[config.mk]
export PLATFORM = sky130hd
export DESIGN_NAME = int_exec_cdb_stage_flat
export DESIGN_NICKNAME = d
export VERILOG_FILES = /design/src/rtl/int_exec_cdb_stage_if.sv /design/src/rtl/int_exec_cdb_stage.sv /design/src/flat_wrapper.sv
export SDC_FILE = /design/constraint.sdc
export NUM_CORES = 1
export LEC_CHECK = 0
export CORE_UTILIZATION = 40
export CTS_CLUSTER_SIZE = 12
export DETAILED_ROUTE_END_ITERATION = 10
export GPL_ROUTABILITY_DRIVEN = 1
export SLEW_MARGIN = 20
export SYNTH_ARGS = -nofsm -noshare
export SYNTH_HDL_FRONTEND = slang
export SYNTH_SLANG_ARGS = --single-unit
[constraint.sdc]
create_clock -name clk -period 2.47 [get_ports clk]
set_input_delay 0.494 -clock clk [delete_from_list [all_inputs] [get_ports clk]]
set_output_delay 0.494 -clock clk [all_outputs]
set_load 0.03 [all_outputs]
[src/rtl/int_exec_cdb_stage_if.sv]
// Issue-side and CDB-side handshake bundle for int_exec_cdb_stage.
// slave = execution stage, master = issue queue / CDB arbiter side.
interface int_exec_cdb_stage_if #(
  parameter int unsigned TAG_W  = 6,
  parameter int unsigned DATA_W = 32
);
  logic              issue_valid;
  logic              issue_ready;
  logic [3:0]        issue_opcode;
  logic [TAG_W-1:0]  issue_rd_tag;
  logic [DATA_W-1:0] issue_rs1_data;
  logic [DATA_W-1:0] issue_rs2_data;
  logic              cdb_req;
  logic              cdb_grant;
  logic [TAG_W-1:0]  cdb_tag;
  logic [DATA_W-1:0] cdb_data;
  logic              cdb_exc;

  modport master (
    output issue_valid, issue_opcode, issue_rd_tag, issue_rs1_data, issue_rs2_data,
    output cdb_grant,
    input  issue_ready, cdb_req, cdb_tag, cdb_data, cdb_exc
  );

  modport slave (
    input  issue_valid, issue_opcode, issue_rd_tag, issue_rs1_data, issue_rs2_data,
    input  cdb_grant,
    output issue_ready, cdb_req, cdb_tag, cdb_data, cdb_exc
  );
endinterface

[src/rtl/int_exec_cdb_stage.sv]
// Integer execute stage: single-cycle ALU plus optional multi-cycle MUL, result held until CDB grant.
// Define INT_EXEC_MUL_EN to include the multiplier and MUL_BUSY state; otherwise opcode 10 is illegal.
module int_exec_cdb_stage #(
  parameter int unsigned MUL_LAT = 4,
  parameter int unsigned TAG_W   = 6,
  parameter int unsigned DATA_W  = 32
) (
  input  logic                  clk,
  input  logic                  reset,
  input  logic                  flush,
  int_exec_cdb_stage_if.slave   bus,
  output logic                  busy
);

  if (MUL_LAT < 2 || MUL_LAT > 15) begin : g_mul_lat_check
    $error("int_exec_cdb_stage: MUL_LAT must be in 2..15");
  end

`ifdef INT_EXEC_MUL_EN
  typedef enum logic [1:0] {IDLE, MUL_BUSY, WAIT_CDB} state_t;
`else
  typedef enum logic [0:0] {IDLE, WAIT_CDB} state_t;
`endif

  typedef enum logic [3:0] {
    OP_ADD  = 4'd0,
    OP_SUB  = 4'd1,
    OP_AND  = 4'd2,
    OP_OR   = 4'd3,
    OP_XOR  = 4'd4,
    OP_SLL  = 4'd5,
    OP_SRL  = 4'd6,
    OP_SRA  = 4'd7,
    OP_SLT  = 4'd8,
    OP_SLTU = 4'd9,
    OP_MUL  = 4'd10
  } op_t;

  state_t            state, state_nx, issue_target;
  logic              accept, is_mul;
  logic [DATA_W-1:0] alu_res;
  logic              alu_exc;
  logic [4:0]        shamt;
  logic [TAG_W-1:0]  res_tag;
  logic [DATA_W-1:0] res_data;
  logic              res_exc;

  assign accept = bus.issue_valid & bus.issue_ready;
  assign shamt  = bus.issue_rs2_data[4:0];

`ifdef INT_EXEC_MUL_EN
  logic [3:0]        mul_cnt;
  logic [DATA_W-1:0] mul_a, mul_b, mul_prod;
  logic [TAG_W-1:0]  mul_tag;
  logic              mul_done;

  assign is_mul       = (bus.issue_opcode == OP_MUL);
  assign issue_target = is_mul ? MUL_BUSY : WAIT_CDB;
  assign mul_prod     = mul_a * mul_b;
  assign mul_done     = (state == MUL_BUSY) && (mul_cnt == '0);
`else
  assign is_mul       = 1'b0;
  assign issue_target = WAIT_CDB;
`endif

  always_comb begin
    alu_res = '0;
    alu_exc = 1'b0;
    case (bus.issue_opcode)
      OP_ADD:  alu_res = bus.issue_rs1_data + bus.issue_rs2_data;
      OP_SUB:  alu_res = bus.issue_rs1_data - bus.issue_rs2_data;
      OP_AND:  alu_res = bus.issue_rs1_data & bus.issue_rs2_data;
      OP_OR:   alu_res = bus.issue_rs1_data | bus.issue_rs2_data;
      OP_XOR:  alu_res = bus.issue_rs1_data ^ bus.issue_rs2_data;
      OP_SLL:  alu_res = bus.issue_rs1_data << shamt;
      OP_SRL:  alu_res = bus.issue_rs1_data >> shamt;
      OP_SRA:  alu_res = $signed(bus.issue_rs1_data) >>> shamt;
      OP_SLT:  alu_res = DATA_W'($signed(bus.issue_rs1_data) < $signed(bus.issue_rs2_data));
      OP_SLTU: alu_res = DATA_W'(bus.issue_rs1_data < bus.issue_rs2_data);
      default: alu_exc = 1'b1;
    endcase
  end

  always_ff @(posedge clk or negedge reset) begin
    if (!reset) state <= IDLE;
    else        state <= state_nx;
  end

  // A grant in WAIT_CDB frees the output register, so a same-cycle accept is handled as from IDLE.
  always_comb begin
    state_nx = state;
    case (state)
      IDLE:     if (accept) state_nx = issue_target;
`ifdef INT_EXEC_MUL_EN
      MUL_BUSY: if (mul_cnt == '0) state_nx = WAIT_CDB;
`endif
      WAIT_CDB: if (bus.cdb_grant) state_nx = accept ? issue_target : IDLE;
      default:  state_nx = IDLE;
    endcase
    if (flush) state_nx = IDLE;
  end

  always_comb begin
    bus.issue_ready = 1'b0;
    bus.cdb_req     = 1'b0;
    busy            = 1'b0;
    case (state)
      IDLE:     bus.issue_ready = !flush;
      WAIT_CDB: begin
        bus.issue_ready = bus.cdb_grant & !flush;
        bus.cdb_req     = 1'b1;
        busy            = 1'b1;
      end
      default:  busy = 1'b1;
    endcase
  end

  always_ff @(posedge clk or negedge reset) begin
    if (!reset) begin
      res_tag  <= '0;
      res_data <= '0;
      res_exc  <= 1'b0;
    end else if (!flush) begin
      if (accept && !is_mul) begin
        res_tag  <= bus.issue_rd_tag;
        res_data <= alu_res;
        res_exc  <= alu_exc;
      end
`ifdef INT_EXEC_MUL_EN
      else if (mul_done) begin
        res_tag  <= mul_tag;
        res_data <= mul_prod;
        res_exc  <= 1'b0;
      end
`endif
    end
  end

`ifdef INT_EXEC_MUL_EN
  // Counter is loaded with MUL_LAT-1 and the product lands on the edge after it reaches 0.
  always_ff @(posedge clk or negedge reset) begin
    if (!reset) begin
      mul_cnt <= '0;
      mul_a   <= '0;
      mul_b   <= '0;
      mul_tag <= '0;
    end else if (flush) begin
      mul_cnt <= '0;
    end else if (accept && is_mul) begin
      mul_cnt <= 4'(MUL_LAT - 1);
      mul_a   <= bus.issue_rs1_data;
      mul_b   <= bus.issue_rs2_data;
      mul_tag <= bus.issue_rd_tag;
    end else if (state == MUL_BUSY && mul_cnt != '0) begin
      mul_cnt <= mul_cnt - 4'd1;
    end
  end
`endif

  assign bus.cdb_tag  = res_tag;
  assign bus.cdb_data = res_data;
  assign bus.cdb_exc  = res_exc;

endmodule

[src/flat_wrapper.sv]
// flat-port wrapper written by rule: the top's interface ports become plain ports
module int_exec_cdb_stage_flat 
#(
  parameter int unsigned MUL_LAT = 4,
  parameter int unsigned TAG_W   = 6,
  parameter int unsigned DATA_W  = 32
)
  (clk, reset, flush, busy, bus_issue_valid, bus_issue_opcode, bus_issue_rd_tag, bus_issue_rs1_data, bus_issue_rs2_data, bus_cdb_grant, bus_issue_ready, bus_cdb_req, bus_cdb_tag, bus_cdb_data, bus_cdb_exc);
  int_exec_cdb_stage_if #(.TAG_W(TAG_W), .DATA_W(DATA_W)) bus_i ();
  input  logic clk;
  input  logic reset;
  input  logic flush;
  output logic busy;
  input wire logic [$bits(bus_i.issue_valid)-1:0] bus_issue_valid;
  input wire logic [$bits(bus_i.issue_opcode)-1:0] bus_issue_opcode;
  input wire logic [$bits(bus_i.issue_rd_tag)-1:0] bus_issue_rd_tag;
  input wire logic [$bits(bus_i.issue_rs1_data)-1:0] bus_issue_rs1_data;
  input wire logic [$bits(bus_i.issue_rs2_data)-1:0] bus_issue_rs2_data;
  input wire logic [$bits(bus_i.cdb_grant)-1:0] bus_cdb_grant;
  output wire logic [$bits(bus_i.issue_ready)-1:0] bus_issue_ready;
  output wire logic [$bits(bus_i.cdb_req)-1:0] bus_cdb_req;
  output wire logic [$bits(bus_i.cdb_tag)-1:0] bus_cdb_tag;
  output wire logic [$bits(bus_i.cdb_data)-1:0] bus_cdb_data;
  output wire logic [$bits(bus_i.cdb_exc)-1:0] bus_cdb_exc;
  assign bus_i.issue_valid = bus_issue_valid;
  assign bus_i.issue_opcode = bus_issue_opcode;
  assign bus_i.issue_rd_tag = bus_issue_rd_tag;
  assign bus_i.issue_rs1_data = bus_issue_rs1_data;
  assign bus_i.issue_rs2_data = bus_issue_rs2_data;
  assign bus_i.cdb_grant = bus_cdb_grant;
  assign bus_issue_ready = bus_i.issue_ready;
  assign bus_cdb_req = bus_i.cdb_req;
  assign bus_cdb_tag = bus_i.cdb_tag;
  assign bus_cdb_data = bus_i.cdb_data;
  assign bus_cdb_exc = bus_i.cdb_exc;
  int_exec_cdb_stage #(.MUL_LAT(MUL_LAT), .TAG_W(TAG_W), .DATA_W(DATA_W)) u_core (.clk(clk), .reset(reset), .flush(flush), .bus(bus_i), .busy(busy));
endmodule
After elaboration in Yosys (flattened, before gate mapping)
Cells that the tools add are included.
{ "classes": {"n_shift": 3, "n_eq_ne": 9, "reduce_logical": 4, "add_sub_neg": 2, "n_mux": 8, "bitwise": 7, "order_cmp": 2} }
{ "ops": {"columns": ["operator", "n"], "rows": [
  ["case mux 32 bit (10 select lines)", 1],
  ["less-than comparator 32 bit", 2],
  ["adder 32 bit", 1],
  ["bitwise AND 32 bit", 1],
  ["OR 32 bit", 1],
  ["left shift 32 x 5 -> 32 bit", 1],
  [">> shifter 32 x 5 -> 32 bit", 1],
  [">>> shifter 32 x 5 -> 32 bit", 1],
  ["subtractor 32 bit", 1],
  ["XOR 32 bit", 1],
  ["== test 4 x 3 -> 1 bit, second input constant", 4],
  ["OR reduction 10 bit", 1],
  ["== test 4 x 2 -> 1 bit, second input constant", 2],
  ["== test 4 bit, second input constant", 2],
  ["2-to-1 mux 1 bit", 5],
  ["== test 4 x 1 -> 1 bit, second input constant", 1],
  ["logical NOT 4 bit", 1],
  ["case mux 1 bit (2 select lines)", 2],
  ["bitwise AND 1 bit", 2],
  ["inverter 1 bit", 2],
  ["AND reduction 2 bit", 1],
  ["logical NOT 1 bit", 1]
]} }
{ "word_totals": {"inputBits": 79, "out_inout_bits": 42, "word_cells": 39, "register_bits": 40} }

Longest topological paths before layout
Gate-level depths: netlist (run 1).
{ "logic_depth": {"depth_word": 8, "depth_mapped": 16, "ltp_nobuf": 13} }

Least setup slack after synthesis (run 1)
No wires, ideal clock.
{ "synth_timing": {"kind": "input-to-reg", "from": "input bus_issue_rs2_data[2]", "to": "register u_core.res_data[20] (netlist: u_core.bus.cdb_data[20])", "t_arrival_ns": 4.094, "required_ns": 2.349, "setup_slack_ns": -1.745, "setup_time_ns": 0.121, "path_stages": 16, "n_path_buf": 4, "path_cell_list": "inv_1 > clkbuf_1 > buf_1 > clkbuf_1 > ha_1 > buf_2 > o21bai_1 > a21o_1 > a221oi_2 > o41ai_2 > a2111oi_2 > nor4_1 > o41ai_1 > xnor2_1 > o221ai_1 > a22o_1"} }
{ "synth_via": {"elab_chain_cells": 2, "elab_cells_between_ends": 6, "classes_between": "add/sub: 2; shift: 3; mux: 1"} }
{ "synth_lines": {"columns": ["item", "line_no", "source"], "rows": [
  ["from (decl)", "flat_wrapper.sv:18", "input wire logic [$bits(bus_i.issue_rs2_data)-1:0] bus_issue_rs2_data;"],
  ["subtractor 32 bit (tied with other cells)", "int_exec_cdb_stage.sv:71", "OP_SUB: alu_res = bus.issue_rs1_data - bus.issue_rs2_data;"],
  ["case mux 32 bit (10 select lines) *", "int_exec_cdb_stage.sv:69", "case (bus.issue_opcode)"],
  ["to (signal assigned)", "int_exec_cdb_stage.sv:126", "res_data <= alu_res;"],
  ["to (decl)", "int_exec_cdb_stage.sv:45", "logic [DATA_W-1:0] res_data;"]
]} }
Mark *: on every way between the ends. The rest lies on a longest branch, timed or not.
A chain may end at the register's enable or synchronous reset.

Final worst setup path (run 1)
{ "layout_timing": {"from": "input bus_issue_rs1_data[0]", "to": "register u_core.res_data[30] (netlist: u_core.bus.cdb_data[30])"} }
{ "layout_via": {"elab_chain_cells": 2, "elab_cells_between_ends": 6, "classes_between": "add/sub: 2; shift: 3; mux: 1"} }
{ "layout_lines": {"columns": ["item", "line_no", "source"], "rows": [
  ["from (decl)", "flat_wrapper.sv:17", "input wire logic [$bits(bus_i.issue_rs1_data)-1:0] bus_issue_rs1_data;"],
  ["subtractor 32 bit (tied with other cells)", "int_exec_cdb_stage.sv:71", null],
  ["case mux 32 bit (10 select lines) *", "int_exec_cdb_stage.sv:69", null]
]} }
Marked as above.

==> impl_metrics.csv, run 1 <==
group,metric,value,unit
status,run_status,"finished, violations left",
status,violations,"negative setup slack",
place,placed_cell_area,14800,um^2
worst_setup_path,slowest_stage,"a311o_2",
worst_setup_path,critPathTopFamily,"compound AO/OA/AOI/OAI gates",
layout,n_fill_cell,1702,
grt,grt_max_degree,81,
yosys,synth_ff_type,"dfrtp_1",
detailed_routing,firstDrtPassIters,6,
clock_network,htree_num_levels,2,
yosys,netlist_instances,1398,
run,cap_violations,0,
grt,met3_usage,0.100,
grt,top_usage_layer,"met2",
detailed_routing,wl_per_cell,26.1,um
yosys,async_flop_share,1.00,
worst_setup_path,crit_end,"u_core.bus.cdb_data[30]",
layout,multiInputGateArea,9960,um^2
layout,fin_area,18000,um^2
layout,fin_nets,2190,
floorplan,fp.dieH,158,um
worst_setup_path,timing.rr.end,"u_core.bus.cdb_data[31]",
sta,slew_headroom,0.376,
worst_setup_path,rr_worst_depth,9,
sta,rsz0062_at_grt,"true",
place,gp_congestion,1.06,
detailed_routing,routed_wl,60.9,mm
detailed_routing,ant_nets,0,
worst_setup_path,crit_buf_inv,4,
worst_setup_path,worstPathMaxFanout,3,
worst_setup_path,reg2reg_from,"u_core.state",
place,io_buffers,120,
power,p_sw,2760,uW
clock_network,ctsHoldBuffers,0,
grt,grt.met2_usage,0.721,
clock_network,clock_sinks,40,
clock_network,clk_latency,0.29,ns
power,p_int,3200,uW
floorplan,die_w,158,um
sta,skew,0.00856,ns
detailed_routing,drt_iter0_markers,1999,
yosys,ys_ff_latch,40,
worst_setup_path,cp-end-kind,"flip-flop",
layout,area_delta_synth_final,83.5,%
sta,tightest_slew,0.936,ns
worst_setup_path,max_stage_delay,0.42,ns
floorplan,core_area,23800,um^2
power,seqPwrFrac,0.133,
grt,grt_overflow,0,
layout,final_cells,2332,
clock_network,clk_path_buf_depth,2,
grt,grtUsageTotal,0.459,
grt,grt_pass1_vias,13600,
clock_network,cts_tree,"built",
worst_setup_path,rrSetupSlack,0.04,ns
sta,finalSetupTns,-12.35,ns
yosys,netlist_top_cells_area,"ha_1 13%, dfrtp_1 10%, mux4_2 7.1%, o21ai_0 6.8%, a21oi_1 6.7%",
detailed_routing,drc,0,
yosys,synth_edf_count,0,
grt,antenna_found_initial,4,
layout,seqCellArea,1000,um^2
power,vdd_ir_drop_max,0.361,mV
worst_setup_path,startpoint,"bus_issue_rs1_data[0]",
sta,final_hold_viol_count,0,
yosys,synth_largest_area_cell,"ha_1",
sta,min_period,3.15,ns
worst_setup_path,cp.required,2.65,ns
power,clkPwrFrac,0.109,
clock_network,cts.clk_slew.worst_paths,0.07,ns
layout,post-route-util,0.757,
floorplan,initial_core_util,0.412,
yosys,syn-num-nets,1577,
yosys,syn_area_per_cell,7.01,um^2
worst_setup_path,cpMostUsedCell,"buf_4",
grt,met1_usage,0.585,
layout,final_layout_size_suffix_gt1_frac,0.509,
yosys,synthTopCellsByCount,"164 x nor2_1, 146 x nand2_1, 133 x o21ai_0",
worst_setup_path,start_kind,"primary input",
worst_hold_path,min_path_type,"primary input to async pin",
power,p_leak,0.00805,uW
sta,slew_viol_final,0,
yosys,synth_cell_types,76,
power,power_density,332,nW/um^2
place,dpl.hpwl,44.2,mm
worst_setup_path,crit_chain,"buf_8, inv_6, ha_4, fa_2, o21bai_4, a21o_1, a221oi_4, o41ai_4, buf_4, nand4_1, nand4_4, a311o_2, buf_4, a211oi_2, o21ai_1, a31o_1",
clock_network,clock-root-buffer,"clkbuf_16",
yosys,yosysMostFrequentCell,"nor2_1",
detailed_routing,num_vias,14900,
sta,max_freq,318,MHz
yosys,synth_area,9790,um^2
power,pwr-share-comb,0.757,
yosys,synth_top_cell_area_share,0.125,
yosys,ys_seq_area_frac,0.102,
detailed_routing,viasPerCell,6.39,
power,swShare,0.463,
clock_network,cts_buffers,5,
floorplan,ios,121,
place,placedCellCount,2218,
sta,fin_crit_sh,1.27,
grt,grt_pass1_wl,84.7,mm
yosys,synth_warnings,0,
worst_setup_path,path_depth,16,
sta,setup_viol,31,
worst_setup_path,worstSetupPathType,"primary input to flip-flop",
worst_setup_path,arrival,3.33,ns
floorplan,die_area,25100,um^2
sta,setup_slack,-0.675,ns
floorplan,num_rows,56,
==> sequential cells by signal, indices dropped and copies added, names as in the netlist <==
| name | flops |
|---|---|
| u_core.bus.cdb_data | 32 |
| u_core.bus.cdb_tag | 6 |
| u_core.bus.cdb_exc | 1 |
| u_core.state | 1 |
==> kinds of logic after synthesis <==
group | share of synthesized area
mux | 0.136
flops | 0.102
compound gates | 0.324
simple gates | 0.201
xor+xnor | 0.0241
fa+ha+maj | 0.129
buf+inv | 0.0834
==> area by class of cell <==
class / count / area share
multi-input combinational: 1151 / 0.554
timing repair buffer: 717 / 0.337
sequential: 40 / 0.0557
inverter: 96 / 0.0232
tap: 319 / 0.0222
clock buffer: 5 / 0.00696
clock inverter: 3 / 0.00104
antenna: 1 / 0.000139
==> power by group through the flow <==
stage               registers (uW)  logic, uW  clock network, uW
global route                   807       4670                679
CTS                            796       3980                654
detailed placement             809       3450                  0
floorplan                      967       1510                  0
global placement               804       3430                  0
finish                         796       4520                650
==> worst min path at each step <==
stage                                startpoint                      end  slack [ns]  depth (start not counted)
after floorplan                           reset   u_core.bus.cdb_data[0]        0.20                          0
after global placement    u_core.bus.cdb_tag[0]    u_core.bus.cdb_tag[0]        0.46                          2
after detailed placement  u_core.bus.cdb_tag[1]    u_core.bus.cdb_tag[1]        0.46                          2
after CTS                                 reset  u_core.bus.cdb_data[30]        0.37                          1
after global routing                      reset  u_core.bus.cdb_data[30]        0.42                          1
final                                     reset  u_core.bus.cdb_data[30]        0.34                          1
==> stage by stage <==
stage / hold slack [ns] / worst slack (ns) / power (uW)
2_1_floorplan: 0.198 / -1.01 / 2480
3_3_place_gp: 0.457 / -1.51 / 4230
3_5_place_dp: 0.462 / -1.51 / 4260
4_1_cts: 0.372 / -0.788 / 5430
5_1_grt: 0.424 / -0.740 / 6160
6_report: 0.342 / -0.675 / 5960
==> cells in the final DEF (no fill, tap or decap), types with 31 or more instances in the layout <==
cell / Yosys / final
a21oi_1: 131 / 93
buf_4: 3 / 530
buf_6: 1 / 57
clkdlybuf4s50_1: 0 / 66
dfrtp_1: 40 / 40
ha_1: 98 / 54
inv_1: 95 / 47
inv_2: 1 / 38
mux2i_1: 52 / 36
mux4_2: 31 / 31
nand2_1: 146 / 136
nor2_1: 164 / 139
o21ai_0: 133 / 68
o21ai_1: 3 / 35
==> metal layers <==
layer | up-vias | part of all wire
met4 | 4 | 0.081
li1 | 6344 | -
met3 | 362 | 0.13
met5 | - | 0.00038
met1 | 6991 | 0.37
met2 | 1203 | 0.43
==> timing repair <==
item                                    CTS  global route
gates resized for setup                 447           243
pin swaps                               128           115
endpoints found under the setup margin   32            33
gates cloned                              7             0
setup buffers                            65            50
(Power assumes the default switching activity.)
==> run 2, diff against run 1 <==
--- a/config.mk
+++ b/config.mk
@@ -5,6 +5,7 @@
 export SDC_FILE = /design/constraint.sdc
 export NUM_CORES = 1
 export LEC_CHECK = 0
+export CORE_ASPECT_RATIO = 0.6
 export CORE_UTILIZATION = 40
 export CTS_CLUSTER_SIZE = 12
 export DETAILED_ROUTE_END_ITERATION = 10
==> constraint.sdc (replaced) <==
create_clock -name clk -period 3.2 [get_ports clk]
set_input_delay 0.64 -clock clk [delete_from_list [all_inputs] [get_ports clk]]
set_output_delay 0.64 -clock clk [all_outputs]
set_load 0.03 [all_outputs]
==> impl_metrics.csv, run 2 (synthesis results as in run 1) <==
group,metric,value,unit
status,run_status,"finished, violations left",
status,violations,"negative setup slack",
worst_setup_path,rrSetupSlack,0.96,ns
power,pwr-share-comb,0.700,
worst_setup_path,reg2reg_from,"u_core.state",
clock_network,cts_buffers,5,
layout,n_fill_cell,2129,
power,clkPwrFrac,0.152,
sta,max_freq,310,MHz
layout,antennaDiodeCount,0,
floorplan,fp.dieH,123,um
sta,rsz0062_at_grt,"true",
worst_setup_path,slowest_stage,"or4_4",
worst_setup_path,crit_chain,"buf_8, inv_8, ha_4, or4_4, or3_4, buf_6, nor2_4, nand4_1, nand4_4, a311o_2, o21ai_4, a311o_1, a31o_1",
layout,mostFrequentLayoutCell,"buf_4",
layout,final_cells,2179,
grt,grt_max_degree,93,
grt,antenna_found_initial,0,
power,p_int,2250,uW
floorplan,num_rows,43,
power,swShare,0.464,
place,pre_cts_ws,-0.977,ns
layout,fin_nets,2042,
grt,met3_usage,0.133,
grt,grt_pass1_wl,79.6,mm
clock_network,clock_sinks,40,
floorplan,initial_core_util,0.416,
clock_network,clock-root-buffer,"clkbuf_16",
grt,grt_overflow,0,
power,vdd_ir_drop_max,0.266,mV
floorplan,ios,121,
layout,largest_reg_flops,32,
place,io_buffers,120,
detailed_routing,ant_nets,0,
detailed_routing,routed_wl,55.6,mm
worst_setup_path,cp.required,3.42,ns
worst_setup_path,cp-end-kind,"flip-flop",
detailed_routing,drt_iter0_markers,2298,
sta,setup_slack,-0.0270,ns
place,placed_cell_area,14100,um^2
power,p_sw,1950,uW
worst_setup_path,timing.rr.end,"u_core.bus.cdb_data[28]",
worst_setup_path,worstSetupPathType,"primary input to flip-flop",
detailed_routing,num_vias,13700,
place,dpl.hpwl,43.9,mm
clock_network,clk_path_buf_depth,2,
detailed_routing,firstDrtPassIters,7,
worst_setup_path,arrival,3.44,ns
sta,slew_viol_final,0,
sta,skew,0.0160,ns
floorplan,die_w,204,um
sta,slew_headroom,0.442,
worst_hold_path,min_path_type,"primary input to async pin",
sta,final_hold_viol_count,0,
detailed_routing,wl_per_cell,25.5,um
layout,final_layout_size_suffix_gt1_frac,0.373,
grt,grtUsageTotal,0.432,
clock_network,cts.clk_slew.worst_paths,0.08,ns
place,placedCellCount,2129,
worst_setup_path,rr_worst_depth,10,
grt,top_usage_layer,"met1",
clock_network,htree_num_levels,2,
worst_setup_path,start_kind,"primary input",
power,seqPwrFrac,0.148,
grt,met1_usage,0.645,
detailed_routing,drc,0,
floorplan,die_area,25100,um^2
worst_setup_path,max_stage_delay,0.54,ns
grt,grt_pass1_vias,12200,
layout,area_delta_synth_final,58.7,%
sta,tightest_slew,0.828,ns
sta,setup_viol,3,
clock_network,cts_tree,"built",
power,power_density,270,nW/um^2
grt,grt.met2_usage,0.592,
place,gp_congestion,1.03,
layout,layout_common_cells,"422 x buf_4, 159 x nor2_1, 145 x nand2_1",
clock_network,ctsHoldBuffers,0,
detailed_routing,viasPerCell,6.29,
layout,fin_area,15500,um^2
sta,fin_crit_sh,1.01,
sta,min_period,3.23,ns
power,p_leak,0.00701,uW
clock_network,clk_latency,0.32,ns
run,cap_violations,0,
floorplan,core_area,23600,um^2
worst_setup_path,worstPathMaxFanout,3,
[run 2: changes by cell type in the layout (fill, tap and decap cells not counted), sizes merged]
cell,change
buf,-153
clkdlybuf4s50,+8
bufbuf,-2
clkinv,-2
bufinv,+1
clkbuf,+1
clkdlybuf4s15,-1
diode,-1
dlygate4sd2,-1
inv,+1
[run 2: per-layer routing]
metal  vias up  wire length (um)
li1       6035                 -
met1      6489             24100
met2      1081             21400
met3       111              8510
met4         0              1600
met5         -                 0
[run 2: power by group through the flow]
stage	sequential (uW)	clock, uW	combinational [uW]
floorplan	746	0	1150
global placement	626	0	2540
detailed placement	628	0	2560
CTS	619	630	2700
global route	627	651	3070
finish	622	637	2940
[run 2: worst max-delay path by stage]
stage                                       from                 endpoint
after floorplan            bus_issue_rs2_data[2]  u_core.bus.cdb_data[20]
after detailed placement   bus_issue_rs2_data[4]  u_core.bus.cdb_data[17]
after CTS                 bus_issue_rs1_data[19]  u_core.bus.cdb_data[30]
after global routing      bus_issue_rs2_data[17]  u_core.bus.cdb_data[30]
after global placement     bus_issue_rs2_data[4]  u_core.bus.cdb_data[17]
final                     bus_issue_rs2_data[17]  u_core.bus.cdb_data[30]
[run 2: worst max-delay path: cells and delay by family]
| kind | cells | cell delay [ns] |
|---|---|---|
| buffers and inverters | 3 | 0.31 |
| AND/OR/NAND/NOR | 5 | 1.52 |
| adder cells (fa/ha/maj) | 1 | 0.20 |
| AO/OA/AOI/OAI | 4 | 0.79 |
[run 2: metrics by stage]
step / total power, uW / hold WS (ns) / utilization / setup TNS [ns]
2_1_floorplan: 1890 / 0.344 / - / -1.29
3_3_place_gp: 3160 / 0.459 / 0.600 / -18.08
3_5_place_dp: 3190 / 0.477 / 0.600 / -19.02
4_1_cts: 3950 / 0.490 / 0.636 / -0.00453
5_1_grt: 4350 / 0.357 / 0.659 / -0.347
6_report: 4200 / 0.307 / 0.659 / -0.0517
[run 2: layout make-up]
| cell class | instances | area, um^2 | area share |
|---|---|---|---|
| clock buffers | 5 | 125 | 0.00805 |
| clock inverters | 3 | 42.5 | 0.00274 |
| inverters | 96 | 395 | 0.0254 |
| multi-input cells | 1151 | 8900 | 0.573 |
| flip-flops and latches | 40 | 1000 | 0.0644 |
| well taps | 315 | 394 | 0.0254 |
| repair buffers | 569 | 4680 | 0.301 |
[run 2: what timing repair did]
action,in CTS,in global routing
cloned,0,2
setup buffers,18,25
endpoints found under the setup margin,26,25
pin swaps,59,78
gates resized for setup,231,112
